===== config.mk =====
export PLATFORM = sky130hd
export DESIGN_NAME = waveform_sequencer
export DESIGN_NICKNAME = d
export VERILOG_FILES = /design/src/rtl/waveform_sequencer.sv
export SDC_FILE = /design/constraint.sdc
export NUM_CORES = 1
export LEC_CHECK = 0
export CAP_MARGIN = 10
export CORE_ASPECT_RATIO = 1.4
export CORE_MARGIN = 5
export CORE_UTILIZATION = 37
export DETAILED_ROUTE_END_ITERATION = 10
export PLACE_DENSITY = 0.62
export SLEW_MARGIN = 20
export SYNTH_ARGS = -nofsm -noshare
export SYNTH_HDL_FRONTEND = slang
export SYNTH_SLANG_ARGS = --single-unit
export TNS_END_PERCENT = 10

===== constraint.sdc =====
create_clock -name clk -period 8.2 [get_ports clk]
set_clock_uncertainty 0.15 [all_clocks]
set_input_delay 0.82 -clock clk [delete_from_list [all_inputs] [get_ports clk]]
set_output_delay 0.82 -clock clk [all_outputs]
set_load 0.01 [all_outputs]

===== src/rtl/waveform_sequencer.sv =====
// Steps a waveform generator through the selections enabled in a mask, priming it
// with a one-cycle reset before each selection and holding it for a programmable dwell.
module waveform_sequencer #(
  parameter int DWELL_W       = 16,
  parameter int DEFAULT_DWELL = 2048
) (
  input  logic               clk,
  input  logic               rst,
  input  logic               start,
  input  logic               stop,
  input  logic               loop,
  input  logic [7:0]         enable_mask,
  input  logic               dwell_load,
  input  logic [DWELL_W-1:0] dwell_value,
  output logic [2:0]         sel,
  output logic               wave_rst,
  output logic               busy,
  output logic               done
);

  typedef enum logic [1:0] {IDLE, PRIME, DWELL} state_t;

  state_t             state, state_nxt;
  logic [2:0]         sel_nxt;
  logic               done_nxt;
  logic               accept;
  logic [3:0]         hit;
  logic [DWELL_W-1:0] cnt, cnt_nxt;
  logic [DWELL_W-1:0] dwell_reg;
  logic [7:0]         mask_q;
  logic               loop_q;

  // {found, index} of the lowest set mask bit strictly above cur
  function automatic logic [3:0] first_above(input logic [7:0] m, input logic [2:0] cur);
    first_above = 4'b0;
    for (int i = 7; i >= 0; i--)
      if (m[i] && (i > int'(cur))) first_above = {1'b1, 3'(i)};
  endfunction

  function automatic logic [2:0] first_set(input logic [7:0] m);
    first_set = 3'd0;
    for (int i = 7; i >= 0; i--)
      if (m[i]) first_set = 3'(i);
  endfunction

  always_comb begin
    state_nxt = state;
    sel_nxt   = sel;
    cnt_nxt   = cnt;
    done_nxt  = 1'b0;
    hit       = 4'b0;
    accept    = (state == IDLE) && start && !stop && (enable_mask != 8'h00);
    case (state)
      IDLE: begin
        if (accept) begin
          sel_nxt   = first_set(enable_mask);
          state_nxt = PRIME;
        end
      end
      PRIME: begin
        cnt_nxt   = dwell_reg - DWELL_W'(1);
        state_nxt = DWELL;
      end
      DWELL: begin
        if (cnt == '0) begin
          hit = first_above(mask_q, sel);
          if (hit[3]) begin
            sel_nxt   = hit[2:0];
            state_nxt = PRIME;
          end else if (loop_q) begin
            sel_nxt   = first_set(mask_q);
            state_nxt = PRIME;
          end else begin
            state_nxt = IDLE;
            done_nxt  = 1'b1;
          end
        end else begin
          cnt_nxt = cnt - DWELL_W'(1);
        end
      end
      default: state_nxt = IDLE;
    endcase
    // An abort wins over any advance or completion, leaving sel where it was
    if (stop && (state != IDLE)) begin
      state_nxt = IDLE;
      sel_nxt   = sel;
      done_nxt  = 1'b0;
    end
  end

  always_ff @(posedge clk) begin
    if (rst) begin
      state     <= IDLE;
      sel       <= 3'd0;
      wave_rst  <= 1'b0;
      busy      <= 1'b0;
      done      <= 1'b0;
      cnt       <= '0;
      mask_q    <= 8'h00;
      loop_q    <= 1'b0;
      dwell_reg <= DWELL_W'(DEFAULT_DWELL);
    end else begin
      state    <= state_nxt;
      sel      <= sel_nxt;
      cnt      <= cnt_nxt;
      wave_rst <= (state_nxt == PRIME);
      busy     <= (state_nxt != IDLE);
      done     <= done_nxt;
      if (accept) begin
        mask_q <= enable_mask;
        loop_q <= loop;
      end
      // Zero would make the dwell counter wrap, so it is stored as the minimum of 1
      if ((state == IDLE) && dwell_load)
        dwell_reg <= (dwell_value == '0) ? DWELL_W'(1) : dwell_value;
    end
  end

endmodule


==> results by stage <==
Synth:
- The area of the mapped netlist is 2950 um2.
- The portion of the post-synthesis area used by sequential elements is 33.3%.
- Synthesis inferred 49 register bits.
- The post-synthesis async set-or-reset flop share is 0%.
- For this run, the number of Yosys warnings is 0.
- The post-synthesis net count is 424.
- The synthesized netlist cell count is 393.
- The number of enable-type register cells in the synthesized netlist is 0.
- Synthesis instantiated 59 different standard cells from the library.
- The average cell area after synthesis is 7.50 um2.
- Among all flip-flop cells after synthesis, the most frequent one is sky130_fd_sc_hd__dfxtp_1.

STA:
- The final-report max-slew violation count is 0.
- The fmax is 275 MHz.
- The measured slew at the worst slew-check pin is 999 ps.
- For the finished layout, the period the worst path requires is 3640 ps.
- The total setup violations reported at the end of the flow is 0.
- For the final routed database, the setup TNS stands at 0 ps.
- The count of endpoints failing hold in the final timing report is 0.
- The tightest slew margin relative to the limit is 33.1%.
- The final critical path takes up 44.4% of the cycle.
- The tightest hold path in the finished design has a slack of 312 ps.
- Setup repair after global routing left no endpoint under its margin.

Routing:
- The number of search-and-repair iterations in the first detailed-routing pass is 5.
- The per-cell routed wire length is 15.6 um.
- In the routed layout, each cell is associated on average with a via count of 5.74.
- In this run the remaining antenna-violating nets after routing total 0.
- For this block, the via count after detailed routing is 2,968.
- The number of design-rule violations left by the first detailed-router iteration is 217.
- After detailed routing, the total wire length is 8090 um.
- The DRC violations left is 0.

Run:
- The max-cap violation count is 0.

Hold path:
- The worst-case hold path end point is done.
- The worst min-delay path startpoint is loop_q.
- The number of cells on the worst hold path is 1.
- The worst hold path class is reg -> reg.

GRT:
- The initial antenna violation count is 0.
- The aggregate global-route resource usage is 16.4%.
- The pin count of the biggest net entering global routing is 51.
- The via count of the first global-routing pass is 2,777.
- Global routing finished with a remaining overflow of 0.
- The first global-routing pass estimated 13,100 um of wire.

Clock tree:
- Buffers inserted during clock tree synthesis total 5.
- The CTS tree is built.
- The H-tree generated during clock tree synthesis spans 2 levels.
- The post-cts resize count is 0.
- Buffers added to address setup during post-CTS repair amount to 0.
- The clock net in this run drives a total of 49 sinks.
- The number of buffers added to fix hold violations after cts is 0.
- The post-CTS clock slew at the launch and capture registers of the worst setup and hold paths is 100 ps.
- The buffer type at the clock tree root is sky130_fd_sc_hd__clkbuf_8.
- The clock passes through at most 2 buffers.
- The clock latency reported for the late side of the worst-skew pair is 310 ps.

Critical path:
- The element type at the critical path start is a register.
- In this run the register-to-register setup slack is 4560 ps.
- The endpoint required time on the critical path is 8240 ps.
- The count of cells along the worst register-to-register path is 8.
- The maximum cell stage delay along the critical path is 750 ps.
- The endpoint of the most critical register-to-register path is cnt[8].
- The slowest stage of the critical path belongs to the cell sky130_fd_sc_hd__dfxtp_1.
- STA puts the critical path data arrival time at 3680 ps.
- The signal on the critical path passes through nor2b_4 > mux2i_1 > ha_1 > nand4b_1 > a211oi_1 > xor2_1 > nor2_1 > a2111oi_0.
- The critical path in this run is classified as reg -> reg.
- The worst register-to-register path begins at state[1].
- The maximum fanout encountered on the critical timing path is 19.
- The worst setup path is captured at a register.

Floorplanning:
- The number of top-level design ports is 36.
- The area of the core is 7750 um2.
- The total die area is 9880 um2.
- The placement row count is 38.
- The x dimension of the die is 85.4 um.
- The effective utilization at floorplan is 38.0%.
- The die is 116 um tall.

Place:
- The wire-length estimate of the detail-placed layout is 6000 um.
- Once placement completed, the tool counted placed cells totaling 509.
- The final weighted congestion in routability-driven placement is 0.864.
- The number of buffers added on ports is 35.

Cells and area:
- In the layout the commonest cells are sky130_fd_sc_hd__nand2_1 (73), sky130_fd_sc_hd__dfxtp_1 (49), sky130_fd_sc_hd__a21oi_1 (48), sky130_fd_sc_hd__nor2_1 (41), sky130_fd_sc_hd__clkdlybuf4s50_1 (35).
- The number of antenna diodes in the final layout is 0.
- The commonest non-fill, non-tap cell in the layout is sky130_fd_sc_hd__nand2_1.
- The net count of the finished layout is 447.
- The layout filler cell count is 784.
- Of the cells placed in the final design, the portion with a size suffix greater than 1 is 6.24%.
- From synthesis to final layout, the design area changed by 16.3%.
- The final non-filler cell total is 517.

Pwr:
- The peak supply drop is 73.1 uV.
- The power density over the cells is 168 nW/um2.
- The static leakage power is 1.23 nW.

Status:
- The run finished with clean final reports.
-- logic make-up (layout without fill, tap and decap cells) --
family          count (synthesis)  after routing  share of synthesized area, %
simple gates                  175            175                          29.1
buf+inv                        30             54                          4.63
compound gates                118            118                          25.7
xor+xnor                        7              7                          2.08
flops                          49             49                          33.3
mux                            13             13                          4.84
fa+ha+maj                       1              1                         0.424
-- cell usage after synthesis, types with 2 or more instances --
| master | number | area share [%] |
|---|---|---|
| sky130_fd_sc_hd__dfxtp_1 | 49 | 33 |
| sky130_fd_sc_hd__o2111ai_1 | 2 | 0.59 |
| sky130_fd_sc_hd__a32oi_1 | 2 | 0.59 |
| sky130_fd_sc_hd__o21ai_0 | 16 | 2.7 |
| sky130_fd_sc_hd__inv_1 | 8 | 1.0 |
| sky130_fd_sc_hd__nor2b_1 | 8 | 1.7 |
| sky130_fd_sc_hd__clkbuf_1 | 16 | 2.0 |
| sky130_fd_sc_hd__a41oi_1 | 2 | 0.59 |
| sky130_fd_sc_hd__a221oi_1 | 3 | 0.89 |
| sky130_fd_sc_hd__a311oi_1 | 3 | 0.89 |
| sky130_fd_sc_hd__o32ai_1 | 3 | 0.89 |
| sky130_fd_sc_hd__or4_1 | 5 | 1.3 |
| sky130_fd_sc_hd__nor2_1 | 41 | 5.2 |
| sky130_fd_sc_hd__nand2b_1 | 5 | 1.1 |
| sky130_fd_sc_hd__o21bai_1 | 4 | 1.0 |
| sky130_fd_sc_hd__nand3b_1 | 4 | 1.0 |
| sky130_fd_sc_hd__mux2_2 | 2 | 0.76 |
| sky130_fd_sc_hd__a31oi_1 | 3 | 0.64 |
| sky130_fd_sc_hd__a2111oi_0 | 3 | 0.89 |
| sky130_fd_sc_hd__o21a_1 | 2 | 0.51 |
| sky130_fd_sc_hd__and2_1 | 4 | 0.85 |
| sky130_fd_sc_hd__nand4b_1 | 2 | 0.59 |
| sky130_fd_sc_hd__o22ai_1 | 2 | 0.42 |
| sky130_fd_sc_hd__mux2_4 | 2 | 1.0 |
| sky130_fd_sc_hd__o31ai_1 | 3 | 0.76 |
| sky130_fd_sc_hd__nand2_1 | 73 | 9.3 |
| sky130_fd_sc_hd__nand4_1 | 3 | 0.64 |
| sky130_fd_sc_hd__a211oi_1 | 8 | 2.0 |
| sky130_fd_sc_hd__nand3_1 | 7 | 1.2 |
| sky130_fd_sc_hd__a31o_2 | 3 | 0.89 |
| sky130_fd_sc_hd__mux2i_1 | 9 | 3.1 |
| sky130_fd_sc_hd__nor4_1 | 6 | 1.3 |
| sky130_fd_sc_hd__o41ai_1 | 2 | 0.59 |
| sky130_fd_sc_hd__a21oi_1 | 48 | 8.1 |
| sky130_fd_sc_hd__buf_4 | 2 | 0.51 |
| sky130_fd_sc_hd__or3_1 | 3 | 0.64 |
| sky130_fd_sc_hd__buf_6 | 2 | 0.76 |
| sky130_fd_sc_hd__xor2_1 | 6 | 1.8 |
| sky130_fd_sc_hd__nor3_1 | 7 | 1.2 |
-- cell type report --
| type | instances | area, um2 | share of cell area (%) |
|---|---|---|---|
| repair buffers | 38 | 373 | 10.9 |
| clock inverters | 3 | 21.3 | 0.620 |
| clock buffers | 5 | 68.8 | 2.01 |
| flip-flops and latches | 49 | 981 | 28.6 |
| well taps | 100 | 125 | 3.65 |
| inverters | 8 | 30.0 | 0.876 |
| multi-input cells | 314 | 1830 | 53.4 |
-- worst max-delay path by stage --
| stage | start | end | slack, ps | cells past startpoint |
|---|---|---|---|---|
| floorplan | state[1] | cnt[8] | 5360 | 12 |
| global placement | enable_mask[7] | sel[1] | 4570 | 8 |
| detailed placement | enable_mask[7] | sel[1] | 4500 | 8 |
| CTS | state[1] | cnt[8] | 4610 | 8 |
| global route | state[1] | cnt[8] | 4320 | 9 |
| finish | state[1] | cnt[8] | 4560 | 8 |
-- metal layers --
layer	share of wire, %	track usage, %	vias up
met1	40	18.8	1372
met3	5.7	2.63	23
met2	50	29.4	108
met5	0	0	-
li1	-	-	1465
met4	4.1	8.24	0
-- critical path: cells and delay by family, from the launching register on --
kind / cells / cell delay [ps]
and+or+nand+nor: 3 / 970
AOI/OAI and AO/OA: 2 / 940
DFF: 1 / 750
adders and majority gates: 1 / 270
muxes: 1 / 250
xor gates and xnor gates: 1 / 180
-- stage by stage --
| stage | setup slack [ps] | power [mW] | instance area, um2 | util (%) |
|---|---|---|---|---|
| after floorplan | 5360 | 0.380 | 2950 | - |
| after global placement | 4570 | 0.429 | 3340 | 43.1 |
| after detailed placement | 4500 | 0.430 | 3340 | 43.1 |
| after CTS | 4610 | 0.581 | 3430 | 44.3 |
| after global routing | 4320 | 0.609 | 3430 | 44.3 |
| final | 4560 | 0.575 | 3430 | 44.3 |
-- power by group --
group / total [mW] / switching (mW) / internal (mW)
Clock: 0.149 / 0.0886 / 0.0607
Sequential: 0.271 / 0.0188 / 0.252
Combinational: 0.155 / 0.0895 / 0.0655
Note: power is estimated with default switching activity, not from simulation.
